`config.mk`:
```
export PLATFORM = sky130hd
export DESIGN_NAME = dcache_req_arbiter
export DESIGN_NICKNAME = d
export VERILOG_FILES = /design/src/rtl/dcache_pkg.sv /design/src/rtl/dcache_rr_select.sv /design/src/rtl/dcache_req_arbiter.sv
export SDC_FILE = /design/constraint.sdc
export NUM_CORES = 1
export LEC_CHECK = 0
export CAP_MARGIN = 20
export CORE_AREA = 2 2 259 261
export DETAILED_ROUTE_END_ITERATION = 10
export DIE_AREA = 0 0 261 263
export PLACE_DENSITY = 0.47
export SYNTH_ARGS = -nofsm -noshare
export SYNTH_HDL_FRONTEND = slang
export SYNTH_SLANG_ARGS = --single-unit
```
`constraint.sdc`:
```
create_clock -name clk_i -period 3.95 [get_ports clk_i]
set_input_delay 0.5925 -clock clk_i [delete_from_list [all_inputs] [get_ports clk_i]]
set_output_delay 0.5925 -clock clk_i [all_outputs]
set_load 0.01 [all_outputs]
```
`src/rtl/dcache_pkg.sv`:
```
// rtl/dcache_pkg.sv - shared types and constants for the dcache request arbiter
package dcache_pkg;

  localparam int XLEN          = 64;
  localparam int PLEN          = 56;
  localparam int NUM_REQ_PORTS = 3;

  typedef enum logic [1:0] {
    PTW        = 2'd0,
    LOAD_UNIT  = 2'd1,
    STORE_UNIT = 2'd2
  } request_port_select_t;

  typedef enum logic [1:0] {
    IDLE     = 2'd0,
    WAIT_GNT = 2'd1,
    WAIT_RSP = 2'd2
  } arb_state_t;

  function automatic int unsigned port_idx_w(input int unsigned num_ports);
    return (num_ports > 1) ? $clog2(num_ports) : 1;
  endfunction

endpackage

```
`src/rtl/dcache_rr_select.sv`:
```
// rtl/dcache_rr_select.sv - PTW fixed priority plus load/store round-robin winner select
module dcache_rr_select
  import dcache_pkg::*;
#(
  parameter int NUM_PORTS = NUM_REQ_PORTS,
  localparam int IDX_W    = port_idx_w(NUM_PORTS)
) (
  input  logic                 clk_i,
  input  logic                 rst_ni,
  input  logic [NUM_PORTS-1:0] req_i,
  input  logic                 advance_i,
  output logic                 valid_o,
  output logic [IDX_W-1:0]     idx_o,
  output logic [NUM_PORTS-1:0] onehot_o
);

  localparam logic [IDX_W-1:0] IDX_PTW   = IDX_W'(PTW);
  localparam logic [IDX_W-1:0] IDX_LOAD  = IDX_W'(LOAD_UNIT);
  localparam logic [IDX_W-1:0] IDX_STORE = IDX_W'(STORE_UNIT);

  // 0 favours the load unit, 1 favours the store unit on a tie
  logic rr_q;

  always_comb begin
    valid_o = 1'b0;
    idx_o   = IDX_PTW;
    if (req_i[PTW]) begin
      valid_o = 1'b1;
      idx_o   = IDX_PTW;
    end else if (req_i[LOAD_UNIT] && req_i[STORE_UNIT]) begin
      valid_o = 1'b1;
      idx_o   = rr_q ? IDX_STORE : IDX_LOAD;
    end else if (req_i[LOAD_UNIT]) begin
      valid_o = 1'b1;
      idx_o   = IDX_LOAD;
    end else if (req_i[STORE_UNIT]) begin
      valid_o = 1'b1;
      idx_o   = IDX_STORE;
    end else begin
      // any extra ports beyond the three CPU units sit below them in fixed order
      for (int i = NUM_PORTS - 1; i >= 3; i--) begin
        if (req_i[i]) begin
          valid_o = 1'b1;
          idx_o   = IDX_W'(i);
        end
      end
    end
  end

  assign onehot_o = valid_o ? (NUM_PORTS'(1) << idx_o) : '0;

  always_ff @(posedge clk_i) begin
    if (!rst_ni) begin
      rr_q <= 1'b0;
    end else if (advance_i && valid_o && (idx_o == IDX_LOAD || idx_o == IDX_STORE)) begin
      rr_q <= (idx_o == IDX_LOAD);
    end
  end

endmodule

```
`src/rtl/dcache_req_arbiter.sv`:
```
// rtl/dcache_req_arbiter.sv - funnels PTW/load/store requests into one cache controller port
module dcache_req_arbiter
  import dcache_pkg::*;
#(
  parameter int NUM_PORTS = NUM_REQ_PORTS,
  parameter int ADDR_W    = PLEN
) (
  input  logic                                clk_i,
  input  logic                                rst_ni,
  input  logic [NUM_PORTS-1:0]                req_i,
  input  logic [NUM_PORTS-1:0][ADDR_W-1:0]    addr_i,
  input  logic [NUM_PORTS-1:0]                we_i,
  input  logic [NUM_PORTS-1:0][XLEN/8-1:0]    be_i,
  input  logic [NUM_PORTS-1:0][1:0]           size_i,
  input  logic [NUM_PORTS-1:0][XLEN-1:0]      wdata_i,
  output logic [NUM_PORTS-1:0]                gnt_o,
  output logic [NUM_PORTS-1:0]                rvalid_o,
  output logic [XLEN-1:0]                     rdata_o,
  output logic                                mem_req_o,
  output logic [ADDR_W-1:0]                   mem_addr_o,
  output logic                                mem_we_o,
  output logic [XLEN/8-1:0]                   mem_be_o,
  output logic [1:0]                          mem_size_o,
  output logic [XLEN-1:0]                     mem_wdata_o,
  input  logic                                mem_gnt_i,
  input  logic                                mem_rvalid_i,
  input  logic [XLEN-1:0]                     mem_rdata_i,
  output logic                                busy_o
);

  localparam int IDX_W = port_idx_w(NUM_PORTS);

  arb_state_t             state_q;
  logic [IDX_W-1:0]       owner_q;
  logic                   sel_valid;
  logic [IDX_W-1:0]       sel_idx;
  logic [NUM_PORTS-1:0]   sel_onehot;
  logic                   accept;
  logic                   load_done;

  dcache_rr_select #(
    .NUM_PORTS (NUM_PORTS)
  ) u_rr_select (
    .clk_i     (clk_i),
    .rst_ni    (rst_ni),
    .req_i     (req_i),
    .advance_i (accept),
    .valid_o   (sel_valid),
    .idx_o     (sel_idx),
    .onehot_o  (sel_onehot)
  );

  // grant and load response are same-cycle pulses, held low while in reset
  assign accept    = rst_ni && (state_q == IDLE) && sel_valid;
  assign load_done = rst_ni && (state_q == WAIT_RSP) && mem_rvalid_i && !mem_we_o;

  assign gnt_o    = accept ? sel_onehot : '0;
  assign rvalid_o = load_done ? (NUM_PORTS'(1) << owner_q) : '0;
  assign rdata_o  = load_done ? mem_rdata_i : '0;
  assign busy_o   = (state_q != IDLE);

  always_ff @(posedge clk_i) begin
    if (!rst_ni) begin
      state_q     <= IDLE;
      owner_q     <= '0;
      mem_req_o   <= 1'b0;
      mem_addr_o  <= '0;
      mem_we_o    <= 1'b0;
      mem_be_o    <= '0;
      mem_size_o  <= '0;
      mem_wdata_o <= '0;
    end else begin
      unique case (state_q)
        IDLE: begin
          if (sel_valid) begin
            state_q     <= WAIT_GNT;
            owner_q     <= sel_idx;
            mem_req_o   <= 1'b1;
            mem_addr_o  <= addr_i[sel_idx];
            mem_we_o    <= we_i[sel_idx];
            mem_be_o    <= be_i[sel_idx];
            mem_size_o  <= size_i[sel_idx];
            mem_wdata_o <= wdata_i[sel_idx];
          end
        end
        WAIT_GNT: begin
          // a completion arriving together with the grant belongs to nothing yet
          if (mem_gnt_i) begin
            state_q   <= WAIT_RSP;
            mem_req_o <= 1'b0;
          end
        end
        WAIT_RSP: begin
          if (mem_rvalid_i) begin
            state_q <= IDLE;
          end
        end
        default: begin
          state_q   <= IDLE;
          mem_req_o <= 1'b0;
        end
      endcase
    end
  end

endmodule

```
## Yosys cells after proc, flatten, opt, wreduce, memory -nomap -nowiden

Index checks and enable logic that the tools add are counted.

| operators by class | value |
|---|---|
| equality and inequality tests | 7 |
| add/sub/neg operators | 0 |
| reduce and logical (&&, ||, !) cells | 15 |
| shift operators | 2 |
| bitwise operators | 1 |
| magnitude comparators | 1 |
| muxes and demuxes | 30 |
| div/mod/pow operators | 0 |
| multipliers | 0 |

Operators by type and width:

| operator | number |
|---|---|
| binary-select mux 64 bit (select 2 bit) | 1 |
| two-way mux 64 bit | 2 |
| binary-select mux 56 bit (select 2 bit) | 1 |
| two-way mux 56 bit | 1 |
| two-way mux 2 bit | 9 |
| binary-select mux 8 bit (select 2 bit) | 1 |
| two-way mux 3 bit | 3 |
| logical AND 1 bit | 8 |
| two-way mux 8 bit | 1 |
| two-way mux 1 bit | 7 |
| inequality test 2 bit (second input constant) | 3 |
| one-hot mux 2 bit (3 select lines) | 1 |
| AND reduction 3 bit | 2 |
| << shifter 1 x 2 -> 3 bit (first input constant) | 2 |
| binary-select mux 2 bit (select 2 bit) | 1 |
| equality test 2 x 1 -> 1 bit (second input constant) | 2 |
| equality test 2 bit (second input constant) | 2 |
| less-than comparator 2 x 3 -> 1 bit (second input constant) | 1 |
| one-hot mux 1 bit (3 select lines) | 1 |
| binary-select mux 1 bit (select 2 bit) | 1 |
| zero test 2 bit | 1 |
| AND reduction 2 bit | 1 |
| nonzero test 2 bit | 1 |
| zero test 1 bit | 1 |
| other kinds (2) | 2 |

| word-level totals | value |
|---|---|
| memories kept | 0 |
| bits in read-only memories | 0 |
| output and inout port bits | 203 |
| bits in latches | 0 |
| memory bits (writable) | 0 |
| flip-flop bits (word level) | 137 |

## Longest topological paths before layout

Gate-level depths: netlist (run 1).

| logic depth | value |
|---|---|
| depth in word-level cells | 7 |
| mapped depth | 7 |
| depth with buffers taken out | 3 |

## Hierarchy

Synthesis (run 1) repeated with hierarchy kept, for this count alone.

| second synthesis, totals | value |
|---|---|
| cells, all modules | 862 |
| area total of the unflattened synthesis | 7712.4 sq um |

By module, submodules not included:

| module | sequential area each (sq um) | cells each | instances | area each (sq um) |
|---|---|---|---|---|
| dcache_req_arbiter | 2722.6 | 843 | 1 | 7549.7 |
| dcache_rr_select | 20.0 | 19 | 1 | 162.7 |

## Least setup slack after synthesis (run 1)

No wires, ideal clock.

| path | value |
|---|---|
| path kind | input -> output |
| from | input port rst_ni |
| to | output port rdata_o[10] |
| data required time | 3.357 ns |
| stages on the path | 5 |
| data arrival time | 1.648 ns |
| slack | 1.709 ns |
| buffers on the path | 3 |
| path through | clkbuf_1 and4_1 clkbuf_1 clkbuf_1 and2_1 |

| between the ends | value |
|---|---|
| longest elaborated chain between the ends | 4 |

RTL lines:

| what | line | RTL |
|---|---|---|
| from (decl) | dcache_req_arbiter.sv:9 | `input logic rst_ni,` |
| logical AND 1 bit (3 in series) | dcache_req_arbiter.sv:55 | `assign load_done = rst_ni && (state_q == WAIT_RSP) && mem_rvalid_i && !mem_we_o;` |
| two-way mux 64 bit | dcache_req_arbiter.sv:59 | `assign rdata_o = load_done ? mem_rdata_i : '0;` |
| to (decl) | dcache_req_arbiter.sv:18 | `output logic [XLEN-1:0] rdata_o,` |

No other way between the ends.

## Worst setup path in the final report (run 1)

| path | value |
|---|---|
| from | input port req_i[1] |
| to | output port gnt_o[2] |

| between the ends | value |
|---|---|
| longest elaborated chain between the ends | 6 |
| elaborated cells on any way between the ends | 11 |
| classes of those cells | 1 x shift; 8 x mux; 2 x reduce/logical |

RTL lines:

| what | line | RTL |
|---|---|---|
| from (decl) | dcache_req_arbiter.sv:10 | `input logic [NUM_PORTS-1:0] req_i,` |
| two-way mux 2 bit / logical AND 1 bit (equally long branches) | dcache_rr_select.sv:33, dcache_rr_select.sv:30 |  |
| two-way mux 2 bit | dcache_rr_select.sv:30 | `end else if (req_i[LOAD_UNIT] && req_i[STORE_UNIT]) begin` |
| two-way mux 2 bit | dcache_rr_select.sv:27 | `if (req_i[PTW]) begin` |
| << shifter 1 x 2 -> 3 bit | dcache_rr_select.sv:50 | `assign onehot_o = valid_o ? (NUM_PORTS'(1) << idx_o) : '0;` |
| two-way mux 3 bit | dcache_rr_select.sv:50 |  |
| two-way mux 3 bit (*) | dcache_req_arbiter.sv:57 | `assign gnt_o = accept ? sel_onehot : '0;` |
| to (decl) | dcache_req_arbiter.sv:16 | `output logic [NUM_PORTS-1:0] gnt_o,` |

Mark *: on every way between the ends. The rest lies on a longest branch, timed or not.

==> impl_metrics.toml, run 1 <==
[clock_tree]
cts_setup_buffers = 0
hold_buffers = 0
ctsResizeCount = 0
clk-insertion-delay-late_ns = 0.48
root_buffer = "clkbuf_16"
cts.reportedPaths.clkPinSlew_ns = 0.06
htree_levels = 4
cts_tree = "yes"
clock_path_buffers = 2
cts_buffers = 17
cts_sinks = 137

[outcome]
status = "finished clean"

[floorplanning]
std_cell_rows = 94
core_area_um2 = 65630
start_util_pct = 14.33
die_h_um = 263
pin_count = 667
dieArea_um2 = 68640
die_x_um = 261

[critical_path]
crit_arrival_ns = 2.61
cp_max_fo = 8
max_stage_delay_ns = 0.68
path_class = "primary input to primary output"
worst-endpoint-required_ns = 3.36
critPathLaunchType = "primary input"
endpoint_kind = "primary output"
worstPathCellList = "clkdlybuf4s50_1 -> nor3_4 -> nor3b_2 -> nor3b_2 -> clkdlybuf4s50_1"
slowest_stage = "clkdlybuf4s50_1"

[placed_design]
dp_hpwl_um = 39400
place_inst = 2356
routabilityCongestion = 0.7704
portBuffers = 666

[grt]
first_global_vias = 11694
grt_max_degree = 152
grt_pass1_wl_um = 80740
grt_use_total_pct = 15.82
antenna_found_initial = 9
grt-ovfl-total = 0

[finish]
final_cells = 2392
drive_above_1_share_pct = 4.593
area.growth.synth_to_final_pct = 84.19
layout.nets = 1975

[timing]
fin_crit_sh_pct = 80.98
slew_violations = 0
max_freq_ghz = 0.3126
report.final.setup_viol = 0
setup_tns_ns = 0
hold_viol = 0
layout_min_cycle_time_ns = 3.199
slew-limit-headroom_pct = 47.51
worst_clock_skew_ns = 0.01197
rsz0062_at_grt = "no"
tightest_slew_ns = 0.7874

[route]
drtPass1Iterations = 5
drt-initial-drc-count = 637
wire_per_inst_um = 23.57
ant_nets = 0
detail_route.vias_per_cell = 4.715
vias = 11278
drc_errors = 0
wirelength_um = 56370

[synth]
yosysTopAreaCell = "dfxtp_1"
synth_seq_area_share_pct = 29.16
synth_nets = 1415
yosysTopAreaCellShare_pct = 29.16
synth_area_per_cell_um2 = 9.889
ys_async_sr_fraction_pct = 0
synth_common_cells = "137 x dfxtp_1, 133 x a32o_1, 131 x o32a_1"
ys_types = 34
ys.flop_type = "dfxtp_1"
synth.most_common_cell = "dfxtp_1"
syn_area_um2 = 9404
yosys_warnings = 0
synth_seq_cells = 137
synth_area_leaders = "dfxtp_1 29%, a32o_1 14%, o32a_1 14%, o311a_1 8.9%, nand4bb_1 6.5%"
synth-edff-count = 0
syn_inst = 951

[hold_path]
hold_class = "flip-flop to flip-flop"

[pwr]
powerDensity_nw_per_um2 = 299.9
p_leak_nw = 5.582
vdd.ir_drop.worst_mv = 0.3422

[run]
drv_cap = 0
worst max-delay path: cells and delay by family:
kind                   cells  cell delay, ns
buffers and inverters      2            1.35
and+or+nand+nor            3            0.66
logic make-up after synthesis:
| family | Yosys count | synth area share, % |
|---|---|---|
| simple gates | 306 | 24.96 |
| flops | 137 | 29.16 |
| compound gates | 357 | 37.72 |
| buf+inv | 151 | 8.156 |
worst paths after layout:
| path | startpoint | to | slack [ns] | depth (start not counted) |
|---|---|---|---|---|
| worst min-delay path | mem_addr_o[15]$_SDFFE_PN0P_ | mem_addr_o[15]$_SDFFE_PN0P_ | 0.47 | 1 |
| worst max register to register | state_q[1]$_SDFFE_PN0P_ | mem_wdata_o[1]$_SDFFE_PN0P_ | 1.36 | 5 |
| worst max-delay path | req_i[1] | gnt_o[2] | 0.75 | 5 |
| worst min register to register | mem_addr_o[15]$_SDFFE_PN0P_ | mem_addr_o[15]$_SDFFE_PN0P_ | 0.47 | 1 |
power breakdown:
group | total, W | internal (W) | switching [W]
Sequential | 0.00166 | 0.00155 | 0.000109
Combinational | 0.00175 | 0.00103 | 0.000721
Clock | 0.00178 | 0.00100 | 0.000782
per-layer routing:
layer / vias to the layer above / global-route usage [%] / wire (um)
met5: - / 0 / 11
met1: 5588 / 17.15 / 21500
li1: 5157 / - / -
met3: 63 / 5.065 / 4398
met4: 2 / 5.943 / 1455
met2: 468 / 28.42 / 29010
through the flow:
stage	instance area [um^2]	total power (W)	hold slack [ns]	utilization, %	worst slack [ns]
6_report	17320	0.005194	0.4655	26.39	0.7511
5_1_grt	17320	0.005467	0.4806	26.39	0.6501
4_1_cts	17310	0.005316	0.4682	26.38	0.7168
3_5_place_dp	16700	0.003454	0.4526	25.44	0.6143
3_3_place_gp	16700	0.003443	0.4486	25.44	0.6205
2_1_floorplan	9404	0.002377	0.4740	-	1.709
cells in the final DEF, fill, tap and decap left out, types with 18 or more instances in the layout:
cell             Yosys  layout
dfxtp_1            137     136
a32o_1             133     133
nand4bb_1           54      54
or3_1               47      47
buf_4                2      18
nand2b_1            87      84
o32a_1             131     131
and2_1              67      66
clkdlybuf4s50_1      0     664
o311a_1             84      84
or4bb_1             30      30
layout make-up:
cell class	instances	area (um^2)
flip-flops and latches	137	2746
clock buffers	17	425.4
inverters	2	7.507
diodes	4	10.01
well taps	864	1081
fillers	6948	48310
repair buffers	690	6933
multi-input cells	663	5931
clock inverters	15	187.7
flip-flops by register name, summed over array words and instances (netlist names):
name / cells
state_q: 2
owner_q: 2
u_rr_select.rr_q: 1
mem_be_o: 8
mem_wdata_o: 64
mem_size_o: 2
mem_req_o: 1
mem_addr_o: 56
mem_we_o: 1
Power figures use the tool's default switching activity.
==> inputs of run 2 (changes only) <==
- CORE_AREA: 2 2 259 261 -> 2 2 263 265
- DIE_AREA: 0 0 261 263 -> 0 0 265 267
- clock period: 3.95 -> 2.9 ns (I/O delays scaled with it)
==> run 2 against run 1 <==
Net effect:
- final cell count is 1.2% higher
- utilization is 0.68 points lower
- first-iteration DRC count is 7.4% lower
- sequential power is 36% higher
- count of clock-buffer cells in the layout is 2 higher
- cell area is 0.92% higher
- worst hold slack worse by 0.072 ns
- total power is 36% higher
- routed wire length is 0.98% lower
- critical path type is now flip-flop to primary output
- largest cell class unchanged
==> impl_metrics.toml, run 2 (synthesis results as in run 1) <==
[floorplanning]
start_util_pct = 13.83
std_cell_rows = 96
die_x_um = 265
die_h_um = 267
pin_count = 667
dieArea_um2 = 70760
core_area_um2 = 67990

[timing]
slew-limit-headroom_pct = 36.50
slew_violations = 0
setup_tns_ns = 0
max_freq_ghz = 0.3766
fin_crit_sh_pct = 91.57
layout_min_cycle_time_ns = 2.655
tightest_slew_ns = 0.9526
hold_viol = 0
report.final.setup_viol = 0
worst_clock_skew_ns = 0.01732
rsz0062_at_grt = "no"

[route]
detail_route.vias_per_cell = 4.676
ant_nets = 0
drt-initial-drc-count = 590
drc_errors = 0
vias = 11315
wirelength_um = 55820
drtPass1Iterations = 5
wire_per_inst_um = 23.06

[finish]
layout_common_cells = "660 x clkdlybuf4s50_1, 136 x dfxtp_1, 133 x a32o_1, 131 x o32a_1"
area.growth.synth_to_final_pct = 85.90
layout.nets = 1985
final_common_cell = "clkdlybuf4s50_1"
top_register = "mem_wdata_o"
largest_register_ff_count = 64
seq_area_um2 = 2746
design_area_um2 = 17480
drive_above_1_share_pct = 5.215
multiInputGateArea_um2 = 5931
top_regs = "mem_wdata_o x64, mem_addr_o x56, mem_be_o x8"
nFillCells = 7204

[outcome]
status = "finished clean"

[pwr]
vdd.ir_drop.worst_mv = 0.4173
powerDensity_nw_per_um2 = 402.7
power.total_w = 0.007041
p_leak_nw = 5.688

[grt]
grt-ovfl-total = 0
grt_use_total_pct = 15.02
grt_pass1_wl_um = 79230
grt_max_degree = 85
first_global_vias = 11938
antenna_found_initial = 6

[critical_path]
path_class = "flip-flop to primary output"
max_stage_delay_ns = 0.54
worst-endpoint-required_ns = 2.47
cp_max_fo = 64
slowest_stage = "clkdlybuf4s50_1"
crit_arrival_ns = 2.22
worstPathCellList = "nor2_1 -> and4_1 -> buf_12 -> and2_1 -> clkdlybuf4s50_1"
endpoint_kind = "primary output"
critPathLaunchType = "flip-flop"

[clock_tree]
cts.reportedPaths.clkPinSlew_ns = 0.06
cts_buffers = 17
cts_sinks = 137
cts_tree = "yes"
htree_levels = 4
clock_path_buffers = 2
root_buffer = "clkbuf_16"
clk-insertion-delay-late_ns = 0.48
cts_setup_buffers = 0

[placed_design]
routabilityCongestion = 0.7763
dp_hpwl_um = 40020
portBuffers = 666
placed_cell_area_um2 = 16880

[hold_path]
hold_class = "primary input to flip-flop"

[run]
drv_cap = 0
-- run 2: what timing repair did --
item,in CTS,in global routing
resized for setup,1,2
hold buffers,0,0
setup endpoints to repair,1,5
endpoints found under the hold margin,0,0
-- run 2: through the flow --
stage | std cells | worst slack, ns | util (%) | hold slack [ns]
2_1_floorplan | 951 | 0.9390 | - | 0.4740
3_5_place_dp | 2384 | 0.1024 | 24.83 | 0.4555
3_3_place_gp | 2384 | 0.1280 | 24.83 | 0.4477
5_1_grt | 2419 | 0.03402 | 25.71 | 0.4037
6_report | 2420 | 0.2446 | 25.71 | 0.3934
4_1_cts | 2416 | 0.004752 | 25.69 | 0.4688
-- run 2: area by class of cell --
type	count	area share, %
inverter	2	0.04294
clock inverter	13	0.8231
clock buffer	19	2.534
antenna	4	0.05726
multi-input combinational	663	33.92
timing repair buffer	700	40.60
sequential	137	15.71
tap	882	6.313
-- run 2: worst paths after layout --
| check | slack (ns) | endpoint | cells after the start | start |
|---|---|---|---|---|
| setup reg to reg | 0.66 | mem_wdata_o[26]$_SDFFE_PN0P_ | 5 | state_q[1]$_SDFFE_PN0P_ |
| hold reg to reg | 0.47 | mem_wdata_o[7]$_SDFFE_PN0P_ | 1 | mem_wdata_o[7]$_SDFFE_PN0P_ |
| setup / recovery | 0.24 | rdata_o[63] | 5 | mem_we_o$_SDFFE_PN0P_ |
| hold / removal | 0.39 | state_q[0]$_SDFFE_PN0P_ | 2 | rst_ni |
-- run 2: power by group --
group          internal (W)  total (W)  leakage, nW  switching [W]
combinational       0.00142    0.00242         4.27       0.000999
sequential          0.00211    0.00226         1.13       0.000148
clock               0.00130    0.00236        0.285        0.00106
total               0.00483    0.00704         5.69        0.00221
-- run 2: metal layers --
| metal | global-route usage, % | wire (um) | vias to the layer above |
|---|---|---|---|
| met2 | 26.09 | 27610 | 496 |
| met1 | 16.25 | 21400 | 5535 |
| met3 | 5.785 | 4711 | 89 |
| met4 | 6.444 | 2066 | 6 |
| li1 | - | - | 5189 |
| met5 | 0 | 31 | - |
-- run 2: worst max-delay path: cells and delay by family, from the launching register on --
family	cells	cell delay, ns
buffers and inverters	2	0.75
AND/OR/NAND/NOR	3	0.59
flip-flops	1	0.38
